[src/rtl/behaviour_arbiter.sv]
// behaviour_arbiter: subsumption arbiter that shares the two drive motors between
// three behaviours with fixed priority avoid > home > wander. Homing is time-limited.
// After HOME_MAX_S ticks of homing it is locked out for COOLDOWN_S ticks, and
// home_enable is withdrawn for the duration of that lockout.
//
// Ports:
//   clk          system clock
//   rstn         asynchronous active-low reset
//   in_enable    global run enable; low stops the motors and clears all timers
//   avoid_req    avoid behaviour requests control
//   avoid_cmd    avoid motor command {left[1:0], right[1:0]}
//   home_req     home behaviour requests control
//   home_cmd     home motor command
//   wander_cmd   default motor command
//   motor_cmd    registered command to the motor drivers (00 stop, 01 fwd, 10 back)
//   active       current owner: 00 idle, 01 wander, 10 home, 11 avoid
//   home_enable  enables the timed homing block
//   home_timeout one-cycle pulse when the homing time expires
module behaviour_arbiter #(
  parameter int unsigned TICK_DIV   = 12000000,
  parameter int unsigned HOME_MAX_S = 5,
  parameter int unsigned COOLDOWN_S = 3,
  parameter int unsigned AVOID_HOLD = 8
) (
  input  logic       clk,
  input  logic       rstn,
  input  logic       in_enable,
  input  logic       avoid_req,
  input  logic [3:0] avoid_cmd,
  input  logic       home_req,
  input  logic [3:0] home_cmd,
  input  logic [3:0] wander_cmd,
  output logic [3:0] motor_cmd,
  output logic [1:0] active,
  output logic       home_enable,
  output logic       home_timeout
);

  // TICK_DIV must be at least 1.
  localparam logic [31:0] TickLast     = 32'(TICK_DIV - 1);
  localparam logic [31:0] HomeMax      = 32'(HOME_MAX_S);
  localparam logic [31:0] CooldownLoad = 32'(COOLDOWN_S);
  localparam logic [31:0] HoldLoad     = 32'(AVOID_HOLD);
  localparam logic        HomeLimited  = (HOME_MAX_S != 0);

  typedef enum logic [1:0] {
    StIdle   = 2'b00,
    StWander = 2'b01,
    StHome   = 2'b10,
    StAvoid  = 2'b11
  } state_e;

  state_e      state_q, state_d;
  logic [31:0] presc_q, presc_d;
  logic [31:0] home_timer_q, home_timer_d;
  logic [31:0] cooldown_q, cooldown_d;
  logic [31:0] hold_q, hold_d;
  logic [3:0]  motor_q, motor_d;
  logic        home_enable_q, home_enable_d;
  logic        home_timeout_q, home_timeout_d;
  logic        tick;
  logic        timeout;

  // Per-motor code 11 is illegal and becomes stop on that motor only.
  function automatic logic [3:0] sanitize(input logic [3:0] cmd);
    logic [3:0] s;
    s = cmd;
    if (cmd[3:2] == 2'b11) s[3:2] = 2'b00;
    if (cmd[1:0] == 2'b11) s[1:0] = 2'b00;
    return s;
  endfunction

  always_comb begin
    tick           = 1'b0;
    timeout        = 1'b0;
    presc_d        = presc_q;
    home_timer_d   = home_timer_q;
    cooldown_d     = cooldown_q;
    hold_d         = hold_q;
    state_d        = state_q;
    motor_d        = 4'b0000;
    home_enable_d  = 1'b0;
    home_timeout_d = 1'b0;

    if (!in_enable) begin
      presc_d      = '0;
      home_timer_d = '0;
      cooldown_d   = '0;
      hold_d       = '0;
      state_d      = StIdle;
    end else begin
      tick    = (presc_q == TickLast);
      presc_d = tick ? '0 : presc_q + 32'd1;

      // The timer may sit at the limit while AVOID owns the motors; the
      // timeout still fires then, it just cannot take the motors.
      timeout = home_req && HomeLimited && (home_timer_q == HomeMax);

      if (!home_req || timeout) begin
        home_timer_d = '0;
      end else if (state_q == StHome && tick && HomeLimited) begin
        home_timer_d = home_timer_q + 32'd1;
      end

      if (timeout) begin
        cooldown_d = CooldownLoad;
      end else if (tick && cooldown_q != '0) begin
        cooldown_d = cooldown_q - 32'd1;
      end

      if (avoid_req) begin
        hold_d = HoldLoad;
      end else if (state_q == StAvoid && hold_q != '0) begin
        hold_d = hold_q - 32'd1;
      end else begin
        hold_d = '0;
      end

      if (avoid_req || (state_q == StAvoid && hold_q != '0)) begin
        state_d = StAvoid;
      end else if (home_req && cooldown_q == '0 && !timeout) begin
        state_d = StHome;
      end else begin
        state_d = StWander;
      end

      // Low on the timeout edge itself and for every cycle the lockout is held.
      home_enable_d  = (cooldown_q == '0) && (cooldown_d == '0);
      home_timeout_d = timeout;
    end

    unique case (state_d)
      StAvoid:  motor_d = sanitize(avoid_cmd);
      StHome:   motor_d = sanitize(home_cmd);
      StWander: motor_d = sanitize(wander_cmd);
      default:  motor_d = 4'b0000;
    endcase
  end

  always_ff @(posedge clk or negedge rstn) begin
    if (!rstn) begin
      state_q        <= StIdle;
      presc_q        <= '0;
      home_timer_q   <= '0;
      cooldown_q     <= '0;
      hold_q         <= '0;
      motor_q        <= 4'b0000;
      home_enable_q  <= 1'b0;
      home_timeout_q <= 1'b0;
    end else begin
      state_q        <= state_d;
      presc_q        <= presc_d;
      home_timer_q   <= home_timer_d;
      cooldown_q     <= cooldown_d;
      hold_q         <= hold_d;
      motor_q        <= motor_d;
      home_enable_q  <= home_enable_d;
      home_timeout_q <= home_timeout_d;
    end
  end

  assign motor_cmd    = motor_q;
  assign active       = state_q;
  assign home_enable  = home_enable_q;
  assign home_timeout = home_timeout_q;

endmodule

[config.mk]
export PLATFORM = sky130hd
export DESIGN_NAME = behaviour_arbiter
export DESIGN_NICKNAME = d
export VERILOG_FILES = /design/src/rtl/behaviour_arbiter.sv
export SDC_FILE = /design/constraint.sdc
export NUM_CORES = 1
export LEC_CHECK = 0
export BUFFER_PORTS_ARGS = -buffer_cell sky130_fd_sc_hd__buf_2
export CAP_MARGIN = 10
export CORE_AREA = 4 4 157 159
export CTS_CLUSTER_SIZE = 40
export DETAILED_ROUTE_END_ITERATION = 12
export DIE_AREA = 0 0 161 163
export SLEW_MARGIN = 0
export SYNTH_ARGS = -nofsm -noshare
export SYNTH_HDL_FRONTEND = slang
export SYNTH_SLANG_ARGS = --single-unit
[constraint.sdc]
create_clock -name clk -period 3.15 [get_ports clk]
set_clock_uncertainty 0.2 [all_clocks]
set_input_delay 0 -clock clk [delete_from_list [all_inputs] [get_ports clk]]
set_output_delay 0 -clock clk [all_outputs]
set_load 0.05 [all_outputs]
# After elaboration in Yosys (flattened, before gate mapping)
# Index checks and enable logic that the tools add are counted.
classes:
  n_addsub: 4
  reduce_logical: 15
  n_eq_ne: 14
  n_mux: 24
op_table:
  columns: ["op", "count"]
  rows:
  - ["$mux 32", 12]
  - ["$add 32x1->32 const B", 2]
  - ["$logic_not 32->1", 2]
  - ["$reduce_bool 32->1", 2]
  - ["$sub 32x1->32 const B", 2]
  - ["$eq 32x24->1 const B", 1]
  - ["$eq 32x3->1 const B", 1]
  - ["$eq 2x2->1 const B", 10]
  - ["$mux 2", 9]
  - ["$pmux 4 s3", 1]
  - ["$logic_and 1x1->1", 7]
  - ["$ne 3x1->1 const B", 1]
  - ["$eq 2x1->1 const B", 1]
  - ["$logic_not 1->1", 2]
  - ["$logic_or 1x1->1", 2]
  - ["$mux 1", 2]
word_totals:
  input_bits: 17
  elab_cells: 65
  ff_bits: 136
  output_inout_bits: 8

# Longest topological paths before layout
# Gate-level depths: netlist (run 1).
depth:
  word_depth: 9
  ltp_mapped: 10
  depth_no_buf: 8

# Worst setup path after synthesis (run 1)
# OpenSTA, ideal clock, no wires.
synth_path:
  kind: "flip-flop to flip-flop"
  startpoint: "register cooldown_q[0]"
  endpoint: "register motor_q[1], in the netlist motor_cmd[1]"
  period_less_slack_ns: 2.972
  path_stages_with_launch: 11
  setup_ns: 0.124
  n_path_buf: 2
  arrival_ns: 2.648
  path_slack_ns: 0.178
  required_ns: 2.826
  cell_sequence: "dfrtp_1 inv_1 ha_1 or4b_1 or4_1 buf_2 or3_1 buf_2 nor3b_4 nor3_1 o31a_1"
synth_between:
  elab_chain_cells: 8
  elab_cells_between_ends: 10
  classes_between: "3 x eq/ne; 4 x mux; 3 x reduce/logical"
synth_lines:
  columns: ["item", "line", "text"]
  rows:
  - ["from (decl)", "56", "logic [31:0] cooldown_q, cooldown_d;"]
  - ["from (signal assigned)", "154", "cooldown_q <= cooldown_d;"]
  - ["$logic_not 32->1 (*)", "121", "end else if (home_req && cooldown_q == '0 && !timeout) begin"]
  - ["$logic_and 1x1->1 (*) (2 in series)", "121", null]
  - ["$mux 2 (*)", "121", null]
  - ["$mux 2 (*)", "119", "if (avoid_req || (state_q == StAvoid && hold_q != '0)) begin"]
  - ["$mux 2 (*)", "85", "if (!in_enable) begin"]
  - ["$eq 2x1->1 / $eq 2x2->1 (equally long branches)", "132", "unique case (state_d)"]
  - ["$pmux 4 s3 (*)", "132", null]
  - ["via motor_d[1]", "58", "logic [3:0] motor_q, motor_d;"]
  - ["to (signal assigned)", "156", "motor_q <= motor_d;"]
  - ["to (decl)", "58", null]
# Mark *: on every way through the listed nets, which the timed path passes. The rest lies on a longest branch.
# A chain may end at the register's enable or synchronous reset.

# Worst setup path in the final report (run 1)
layout_path:
  startpoint: "register hold_q[8]"
  endpoint: "register motor_q[3], in the netlist motor_cmd[3]"
layout_between:
  elab_chain_cells: 7
  elab_cells_between_ends: 9
  classes_between: "3 x eq/ne; 3 x mux; 3 x reduce/logical"
layout_lines:
  columns: ["item", "line", "text"]
  rows:
  - ["from (decl)", "57", "logic [31:0] hold_q, hold_d;"]
  - ["from (signal assigned)", "155", "hold_q <= hold_d;"]
  - ["$reduce_bool 32->1 (*)", "119", null]
  - ["$logic_and 1x1->1 (*)", "119", null]
  - ["$logic_or 1x1->1 (*)", "119", null]
  - ["$mux 2 (*)", "119", null]
  - ["$mux 2 (*)", "85", null]
  - ["$eq 2x1->1 / $eq 2x2->1 (equally long branches)", "132", null]
  - ["$pmux 4 s3 (*)", "132", null]
  - ["via motor_d[3]", "58", null]
# Marked as above.

==> results of run 1 <==
[where the power goes]
group	total, mW	switching (mW)	leakage, nW	internal (mW)
logic	0.552	0.320	1.53	0.232
clock network	2.03	0.815	0.293	1.21
registers	1.80	0.0218	1.89	1.77
total	4.38	1.16	3.72	3.22
[worst register-to-register path: stages (launching register included)]
cell	delay [ns]
dfrtp_1	0.43
or4_1	0.62
or4b_4	0.61
nor4_2	0.31
buf_4	0.16
a31oi_2	0.22
o31a_1	0.36
[kinds of logic after synthesis]
logic type	Yosys count
buf+inv	41
fa+ha+maj	6
simple gates	384
flops	136
xor+xnor	90
mux	2
compound gates	73
[cell usage after synthesis (4+ instances only)]
| cell | instances |
|---|---|
| nor2_1 | 124 |
| nor4b_1 | 7 |
| clkbuf_1 | 20 |
| xor2_1 | 41 |
| nand3_1 | 34 |
| nand3b_1 | 6 |
| nand4b_1 | 4 |
| nand4_1 | 19 |
| nor2b_1 | 4 |
| nor3_1 | 26 |
| or4_1 | 15 |
| ha_1 | 6 |
| buf_2 | 8 |
| xnor2_1 | 49 |
| or3_1 | 29 |
| dfrtp_1 | 136 |
| a21oi_1 | 28 |
| nand2b_1 | 8 |
| and4_1 | 5 |
| nor3b_1 | 4 |
| nand2_1 | 40 |
| inv_1 | 12 |
| o21ai_0 | 25 |
| nor4_1 | 25 |
| and3_1 | 18 |
[final cells by class]
cell class / count / area share
Clock buffer: 19 / 0.0526
Clock inverter: 13 / 0.0190
Inverter: 13 / 0.00580
Multi-Input combinational cell: 555 / 0.398
Sequential cell: 136 / 0.404
Tap cell: 319 / 0.0474
Timing Repair Buffer: 77 / 0.0733
[how the worst min path moves through the flow]
| stage | end | slack (ns) | cells past startpoint |
|---|---|---|---|
| final | motor_cmd[2] | 0.20 | 4 |
| after global routing | motor_cmd[2] | 0.19 | 4 |
| after CTS | motor_cmd[2] | 0.16 | 4 |
| after detailed placement | hold_q[24] | -0.29 | 1 |
| after global placement | hold_q[25] | -0.29 | 1 |
| after floorplan | active[0] | -0.50 | 0 |
[metrics by stage]
step / TNS, ns / hold slack, ns
finish: 0 / 0.197
global route: -0.0270 / 0.191
CTS: 0 / 0.164
detailed placement: 0 / -0.294
global placement: 0 / -0.292
floorplan: 0 / -0.496
[routing by layer]
layer / share of wire / wire length (um) / GRT usage
met1: 0.50 / 7280 / 0.161
met2: 0.46 / 6800 / 0.191
met3: 0.025 / 361 / 0.0248
met4: 0.014 / 212 / 0.0372
met5: 0 / 0 / 0
[what timing repair did]
item	in CTS	in global routing
hold endpoints to repair	168	0
setup endpoints to repair	2	7
hold buffers	23	0
resized for setup	1	3
pin swaps	0	0
[registers in the layout, summed over array words and instances (netlist names)]
register      count
cooldown_q       32
home_timer_q     32
home_enable       1
motor_cmd         4
active            2
home_timeout      1
presc_q          32
hold_q           32
==> out/qor.txt, run 1 <==
Status -> completed
Clk sinks -> 136
Worst-path cell chain -> or4_1, or4b_4, nor4_2, buf_4, a31oi_2, o31a_1
Global-route wire length before repair -> 26.0 mm
Synth area leader -> dfrtp_1
DRT Pass-1 Iters -> 4
Most common cell after layout, fill and taps aside -> dfrtp_1
Initial antenna violation count -> 0
Die ar. -> 26200 um2
Clock latency at the later pin of the worst-skew pair -> 0.42 ns
Post-synthesis sequential area ratio -> 0.494
Final setup fails -> 0
Fin nets -> 823
Worst-margin pin slew -> 0.617 ns
Crit Path Max Fanout -> 11
Synth Area in Simple Gates -> 0.294
Multi-input logic area -> 3350 um2
Vias in the first global route -> 5499
Placed cell areas -> 7550 um2
Reg area -> 3400 um2
Die Wd -> 161 um
CP peak stage delay -> 0.62 ns
Ports -> 25
Final non-filler cell area -> 8420 um2
Largest net degree at the start of global routing -> 74
Total gr overflow -> 0
Achievable Freq -> 333 MHz
CTS root buf -> clkbuf_16
Post-synthesis instance area -> 6890 um2
Fin worst setup slack -> 0.143 ns
Total CTS buffers -> 17
Max Slew Vio Count -> 0
Initial Util -> 0.296
Htree depth -> 4
Main synth FF type -> dfrtp_1
Share of layout cells above drive strength 1 -> 0.119
Non-Filler Instances -> 1132
Critical Path AT -> 3.12 ns
Reg-to-reg critical path endpoint -> motor_cmd[3]
DRC violations left -> 0
Mux contribution to synthesized area -> 0.00291
Pre-CTS WS -> 0.00338 ns
Number of distinct library cells after synthesis -> 44
Fillers -> 2409
Critical Path Sink Type -> flop
Critical path depth in cells -> 6
Gate Count Post-Synth -> 732
Yosys warning count -> 0
Relative slew margins -> 0.585
Placed cell count -> 1077
Area Growth Syn to Fin -> 22.2%
Cell at the slowest stage of the critical path -> or4_1
Worst vdd ir -> 0.356 mV
Drt total wl -> 14.7 mm
Power per cell area -> 520 nW/um2
Total Power -> 4.38 mW
Top-area cell type share of the netlist area -> 0.494
CTS tree -> done
Routability cong. -> 0.769
Pleak -> 3.72 nW
Fraction of registers with async set/reset -> 1.00
Post-Synth XOR/XNOR Area -> 0.114
Commonest non-fill, non-tap cells in the layout -> dfrtp_1 (136), nor2_1 (124), xnor2_1 (49)
Worst Path Required -> 3.26 ns
Drt wl/cell -> 12.9 um
Max Cap Violations -> 0
Tcrit/Tclk final -> 0.955
Total track usage -> 0.118
DP Wirelength -> 9.65 mm
Clock transition at the registers of the reported paths -> 0.06 ns
Worst hold path class -> input pin to flop
Final Util -> 0.362
Core Rows -> 56
Launch point of the worst reg-to-reg path -> hold_q[8]
Post-CTS setup buffer count -> 0
Final Hold Fails -> 0
Worst reg2reg path depth -> 6
Count of state elements after synthesis -> 136
CORE AREA -> 23300 um2
Vias -> 5403
RSZ-0062 raised after global routing -> yes
Crit path kind -> flop to flop
Critical path startpoint -> hold_q[8]
Initial DRC Count -> 319
Via density -> 4.77
Setup slack, reg-to-reg -> 0.14 ns
HP Start -> avoid_cmd[3]
Ranking of synthesized cells by area -> dfrtp_1 (49%), nor2_1 (6.8%), xnor2_1 (6.2%)
Diodes inserted -> 0
Crit path buffers/inverters -> 1
Tmin final -> 3.01 ns
Avg Synthesized Cell Area -> 9.41 um2
Number of flops mapped to enable cells by yosys -> 0
Die Height -> 163 um
Adder-cell share of the synthesized area -> 0.0109
Startpoint types -> flop
DRT antenna net count -> 0
PortBufs -> 24
Critical path endpoint -> motor_cmd[3]
Synth Net Count -> 755
Compound-Gate Fraction of Synth Area -> 0.0599
Clk buf depth -> 2
Largest family of logic cells by synthesized area -> simple AND/OR/NAND/NOR gates
Crit path max-delay family -> simple AND/OR/NAND/NOR gates
No activity file was read; power rests on OpenSTA's default activity.
==> run 2, diff against run 1 <==
--- a/config.mk
+++ b/config.mk
@@ -5,12 +5,13 @@
 export SDC_FILE = /design/constraint.sdc
 export NUM_CORES = 1
 export LEC_CHECK = 0
+export ABC_AREA = 1
 export BUFFER_PORTS_ARGS = -buffer_cell sky130_fd_sc_hd__buf_2
 export CAP_MARGIN = 10
-export CORE_AREA = 4 4 157 159
+export CORE_AREA = 4 4 179 181
 export CTS_CLUSTER_SIZE = 40
 export DETAILED_ROUTE_END_ITERATION = 12
-export DIE_AREA = 0 0 161 163
+export DIE_AREA = 0 0 183 185
 export SLEW_MARGIN = 0
 export SYNTH_ARGS = -nofsm -noshare
 export SYNTH_HDL_FRONTEND = slang
==> out/qor.txt, run 2 <==
Die Wd -> 183 um
CTS root buf -> clkbuf_16
Gr busiest metal -> met2
CTS tree -> done
Relative slew margins -> 0.410
Number of distinct library cells after synthesis -> 36
Worst reg2reg path depth -> 10
Achievable Freq -> 338 MHz
Total CTS buffers -> 17
Initial antenna violation count -> 0
Diodes inserted -> 0
Max Slew Vio Count -> 0
Cell with the most instances after synthesis -> nand2_1
DP Wirelength -> 16.7 mm
Critical Path AT -> 3.06 ns
Global-route wire length before repair -> 40.0 mm
Total gr overflow -> 0
Largest net degree at the start of global routing -> 64
Core Rows -> 64
Share of layout cells above drive strength 1 -> 0.0846
Vias in the first global route -> 8125
Status -> completed
Worst hold path class -> input pin to flop
Critical Path Sink Type -> flop
Vias -> 8388
Gate Count Post-Synth -> 1350
Most common cell after layout, fill and taps aside -> nand2_1
Post-synthesis sequential area ratio -> 0.379
Reg-to-reg critical path endpoint -> motor_cmd[0]
Fin nets -> 1417
M1 GR Usage -> 0.191
Ranking of synthesized cells by area -> dfrtp_1 (38%), nand2_1 (17%), nor2_1 (13%)
Power per cell area -> 411 nW/um2
Synth area leader -> dfrtp_1
Multi-input logic area -> 4910 um2
Routability cong. -> 0.931
Clk buf depth -> 2
Launch point of the worst reg-to-reg path -> hold_q[18]
Fillers -> 3309
Hold Crit Depth -> 3
Min Hold Slack -> 0.146 ns
Yosys warning count -> 0
Hold path endpoint -> hold_q[22]
Clk sinks -> 136
Commonest non-fill, non-tap cells in the layout -> nand2_1 (397), nor2_1 (312), dfrtp_1 (136)
Initial Util -> 0.295
Synth Net Count -> 1373
Non-Filler Instances -> 1803
Final Util -> 0.338
Crit Path Max Fanout -> 5
Final setup fails -> 0
Top-area cell type share of the netlist area -> 0.379
Total Power -> 4.23 mW
Max Cap Violations -> 0
Total track usage -> 0.142
Drt wl/cell -> 13.1 um
DRT Pass-1 Iters -> 5
Setup slack, reg-to-reg -> 0.20 ns
RSZ-0062 raised after global routing -> no
Ports -> 25
Met3 usage -> 0.0210
PortBufs -> 24
Sum Neg Setup Slack -> 0 ns
Number of flops mapped to enable cells by yosys -> 0
Die Height -> 185 um
CORE AREA -> 30400 um2
Synth top cells by count -> nand2_1 (397), nor2_1 (314), dfrtp_1 (136), inv_1 (126), nand3_1 (107)
DRC violations left -> 0
Count of state elements after synthesis -> 136
Placed cell count -> 1750
GRT met2 Usage -> 0.242
Pleak -> 5.15 nW
Clock transition at the registers of the reported paths -> 0.06 ns
Htree depth -> 4
Clock latency at the later pin of the worst-skew pair -> 0.43 ns
Final Hold Fails -> 0
Post-synthesis instance area -> 8990 um2
Avg Synthesized Cell Area -> 6.66 um2
Die ar. -> 33900 um2
Initial DRC Count -> 577
Crit path kind -> flop to flop
Reg area -> 3400 um2
HP Start -> avoid_req
DRT antenna net count -> 0
Tmin final -> 2.95 ns
Startpoint types -> flop
Worst-margin pin slew -> 0.885 ns
Post-CTS setup buffer count -> 0
Worst Path Required -> 3.26 ns
Worst vdd ir -> 0.402 mV
Fraction of registers with async set/reset -> 1.00
Main synth FF type -> dfrtp_1
Drt total wl -> 23.6 mm
Tcrit/Tclk final -> 0.938
Area Growth Syn to Fin -> 14.5%
Via density -> 4.65
## run 2: cell types whose count changed in the layout (fill, tap and decap cells not counted), sizes merged, moves of 22 or more
cell and delta:
nor2 +210, nor4 -22, or3 -30, xnor2 -29, inv +115, nand2 +376, buf -23, nand3 +77
## run 2: kinds of logic after synthesis
logic type                 synth area share
DFF                                   0.379
adders and majority gates           0.00835
xor gates and xnor gates             0.0643
AOI/OAI and AO/OA                    0.0202
buffers and inverters                0.0755
and+or+nand+nor                       0.453
## run 2: per-stage QoR
| step | area, um2 | setup slack [ns] |
|---|---|---|
| after floorplan | 8990 | 1.15 |
| after global placement | 9500 | 0.632 |
| after detailed placement | 9500 | 0.571 |
| after CTS | 10300 | 0.196 |
| after global routing | 10300 | 0.00520 |
| final | 10300 | 0.195 |
## run 2: power by group
part	switching (mW)	total [mW]	internal, mW
combinational	0.364	0.551	0.187
sequential	0.0244	1.80	1.77
clock	0.798	1.89	1.09
## run 2: how the worst max path moves through the flow
stage	endpoint	cells past startpoint	startpoint
CTS	motor_cmd[3]	10	hold_q[14]
global placement	cooldown_q[5]	10	presc_q[0]
detailed placement	cooldown_q[29]	10	presc_q[0]
finish	motor_cmd[0]	10	hold_q[18]
global route	motor_cmd[1]	10	cooldown_q[0]
floorplan	home_enable	13	cooldown_q[0]
## run 2: critical path, stage by stage (launching register included)
cell           delay [ns]
dfrtp_1              0.43
nor2_2               0.18
nand2_1              0.09
nor2_1               0.16
nand2_1              0.11
o21bai_1             0.19
nand2_1              0.17
nand4_1              0.12
dlygate4sd3_1        0.57
nand3_1              0.08
dlygate4sd3_1        0.55
## run 2: repair_timing
| action | 4_1_cts | 5_1_grt |
|---|---|---|
| hold buffers | 21 | 0 |
| gates resized for setup | 0 | 2 |
| endpoints found under the hold margin | 167 | 0 |
| setup endpoints to repair | 0 | 2 |
## run 2: cell type report
class,count,share of cell area
multi-input cells,1052,0.477
well taps,396,0.0482
clock inverters,10,0.00681
repair buffers,52,0.0407
inverters,135,0.0492
clock buffers,22,0.0471
flip-flops and latches,136,0.331
## run 2: metal layers
layer	part of all wire	up-vias
met4	0.012	0
met3	0.036	26
met5	0	-
met1	0.47	3898
li1	-	4304
met2	0.48	160
==> run 3, diff against run 2 <==
--- a/config.mk
+++ b/config.mk
@@ -8,10 +8,13 @@
 export ABC_AREA = 1
 export BUFFER_PORTS_ARGS = -buffer_cell sky130_fd_sc_hd__buf_2
 export CAP_MARGIN = 10
+export CELL_PAD_IN_SITES_DETAIL_PLACEMENT = 1
+export CELL_PAD_IN_SITES_GLOBAL_PLACEMENT = 2
 export CORE_AREA = 4 4 179 181
 export CTS_CLUSTER_SIZE = 40
 export DETAILED_ROUTE_END_ITERATION = 12
 export DIE_AREA = 0 0 183 185
+export PLACE_DENSITY_LB_ADDON = 0.1
 export SLEW_MARGIN = 0
 export SYNTH_ARGS = -nofsm -noshare
 export SYNTH_HDL_FRONTEND = slang
==> out/qor.txt, run 3 (synthesized netlist as in run 2, its figures left out) <==
Largest net degree at the start of global routing -> 67
Final Hold Fails -> 0
Max Cap Violations -> 0
Crit Path Max Fanout -> 5
DRT Pass-1 Iters -> 4
Placed cell count -> 1753
Pleak -> 5.19 nW
Hold Crit Depth -> 3
Fin nets -> 1422
Switching Share -> 0.306
Final setup fails -> 0
CP peak stage delay -> 0.57 ns
Reg-to-reg critical path endpoint -> motor_cmd[3]
Critical Path Sink Type -> flop
Share of layout cells above drive strength 1 -> 0.0899
CTS root buf -> clkbuf_16
Total CTS buffers -> 17
Relative slew margins -> 0.353
Worst-path cell chain -> nor2_1, nand2_1, nor2_2, nand2_1, o21bai_2, nand2_2, nand4_1, dlygate4sd3_1, nand3_1, dlygate4sd3_1
Max Slew Vio Count -> 0
Drt total wl -> 29.2 mm
HP Start -> avoid_req
Clock transition at the registers of the reported paths -> 0.07 ns
Sum Neg Setup Slack -> 0 ns
Ports -> 25
Clk sinks -> 136
Sequential cell fraction of total power -> 0.404
Diodes inserted -> 0
Int Power -> 3.08 mW
Drt wl/cell -> 16.1 um
Die Wd -> 183 um
Die Height -> 185 um
Crit path buffers/inverters -> 2
DRC violations left -> 0
Startpoint types -> flop
Net Switching -> 1.36 mW
Area Growth Syn to Fin -> 15.4%
Combinational share of power -> 0.130
Worst-margin pin slew -> 0.970 ns
Htree depth -> 4
Non-Filler Instances -> 1808
Tmin final -> 2.88 ns
CTS tree -> done
Worst hold path class -> input pin to flop
RSZ-0062 raised after global routing -> no
DRT antenna net count -> 0
Min Hold Slack -> 0.132 ns
Clock latency at the later pin of the worst-skew pair -> 0.45 ns
Cell at the slowest stage of the critical path -> dlygate4sd3_1
Global-route wire length before repair -> 48.9 mm
Launch point of the worst reg-to-reg path -> hold_q[14]
Hold path endpoint -> hold_q[26]
Worst reg2reg path depth -> 10
Worst Path Required -> 3.28 ns
Initial antenna violation count -> 0
Power per cell area -> 428 nW/um2
Clk buf depth -> 2
Clock network power share -> 0.465
CORE AREA -> 30400 um2
Total gr overflow -> 0
Achievable Freq -> 347 MHz
Crit path kind -> flop to flop
Status -> completed
Initial DRC Count -> 307
Vias in the first global route -> 9028
Initial Util -> 0.295
PortBufs -> 24
Setup slack, reg-to-reg -> 0.27 ns
Total track usage -> 0.182
Final Util -> 0.341
DP Wirelength -> 21.6 mm
Routability cong. -> 0.777
Die ar. -> 33900 um2
Worst vdd ir -> 0.362 mV
Via density -> 4.65
Core Rows -> 64
Most common cell after layout, fill and taps aside -> nand2_1
Commonest non-fill, non-tap cells in the layout -> nand2_1 (396), nor2_1 (311), dfrtp_1 (136)
Vias -> 8407
Tcrit/Tclk final -> 0.914
Crit path max-delay family -> buffers and inverters
Critical Path AT -> 3.01 ns
-- run 3: cell types whose count changed in the layout (fill, tap and decap cells not counted), moves of 2 or more --
| cell | delta |
|---|---|
| inv_6 | +6 |
| clkbuf_8 | -4 |
| buf_4 | +3 |
| inv_8 | +3 |
| clkinv_2 | -2 |
| clkinvlp_4 | -2 |
| dlygate4sd3_1 | +2 |
-- run 3: worst max path at each step --
stage | cells after the start | endpoint | from | slack [ns]
4_1_cts | 10 | motor_cmd[2] | cooldown_q[0] | 0.18
3_3_place_gp | 10 | cooldown_q[13] | presc_q[0] | 0.57
3_5_place_dp | 10 | cooldown_q[27] | presc_q[0] | 0.47
2_1_floorplan | 13 | home_enable | cooldown_q[0] | 1.15
6_report | 10 | motor_cmd[3] | hold_q[14] | 0.27
5_1_grt | 10 | motor_cmd[3] | cooldown_q[0] | 0.05
-- run 3: per-stage QoR --
step	power (mW)	area [um2]	setup WS (ns)
3_5_place_dp	2.39	9530	0.473
5_1_grt	4.66	10400	0.0498
2_1_floorplan	2.20	8990	1.15
3_3_place_gp	2.38	9530	0.568
6_report	4.44	10400	0.272
4_1_cts	4.52	10400	0.180
-- run 3: repair_timing --
action	4_1_cts	5_1_grt
setup endpoints to repair	0	4
endpoints found under the hold margin	168	0
setup buffers	0	0
resized for setup	0	6
hold buffers	23	0
-- run 3: per-layer routing --
layer / global-route usage / wire length [um]
met4: 0.0510 / 484
met3: 0.0263 / 523
met2: 0.307 / 13900
met5: 0 / 0
met1: 0.246 / 14300
-- run 3: power groups by stage --
stage / sequential (mW) / combinational [mW] / clock (mW)
after floorplan: 1.84 / 0.358 / 0
after global placement: 1.83 / 0.557 / 0
after detailed placement: 1.83 / 0.560 / 0
after CTS: 1.79 / 0.589 / 2.13
after global routing: 1.80 / 0.663 / 2.20
final: 1.79 / 0.578 / 2.06
-- run 3: area by class of cell --
cell class / instances / area (um2)
inverter: 135 / 507
clock inverter: 15 / 153
fill: 3907 / 20100
tap: 396 / 495
multi-input combinational: 1052 / 4920
timing repair buffer: 57 / 462
clock buffer: 17 / 425
sequential: 136 / 3400
-- run 3: tightest hold or removal path, delay by kind of cell --
kind | cells | cell delay [ns]
buffers and inverters | 2 | 0.69
and+or+nand+nor | 1 | 0.06
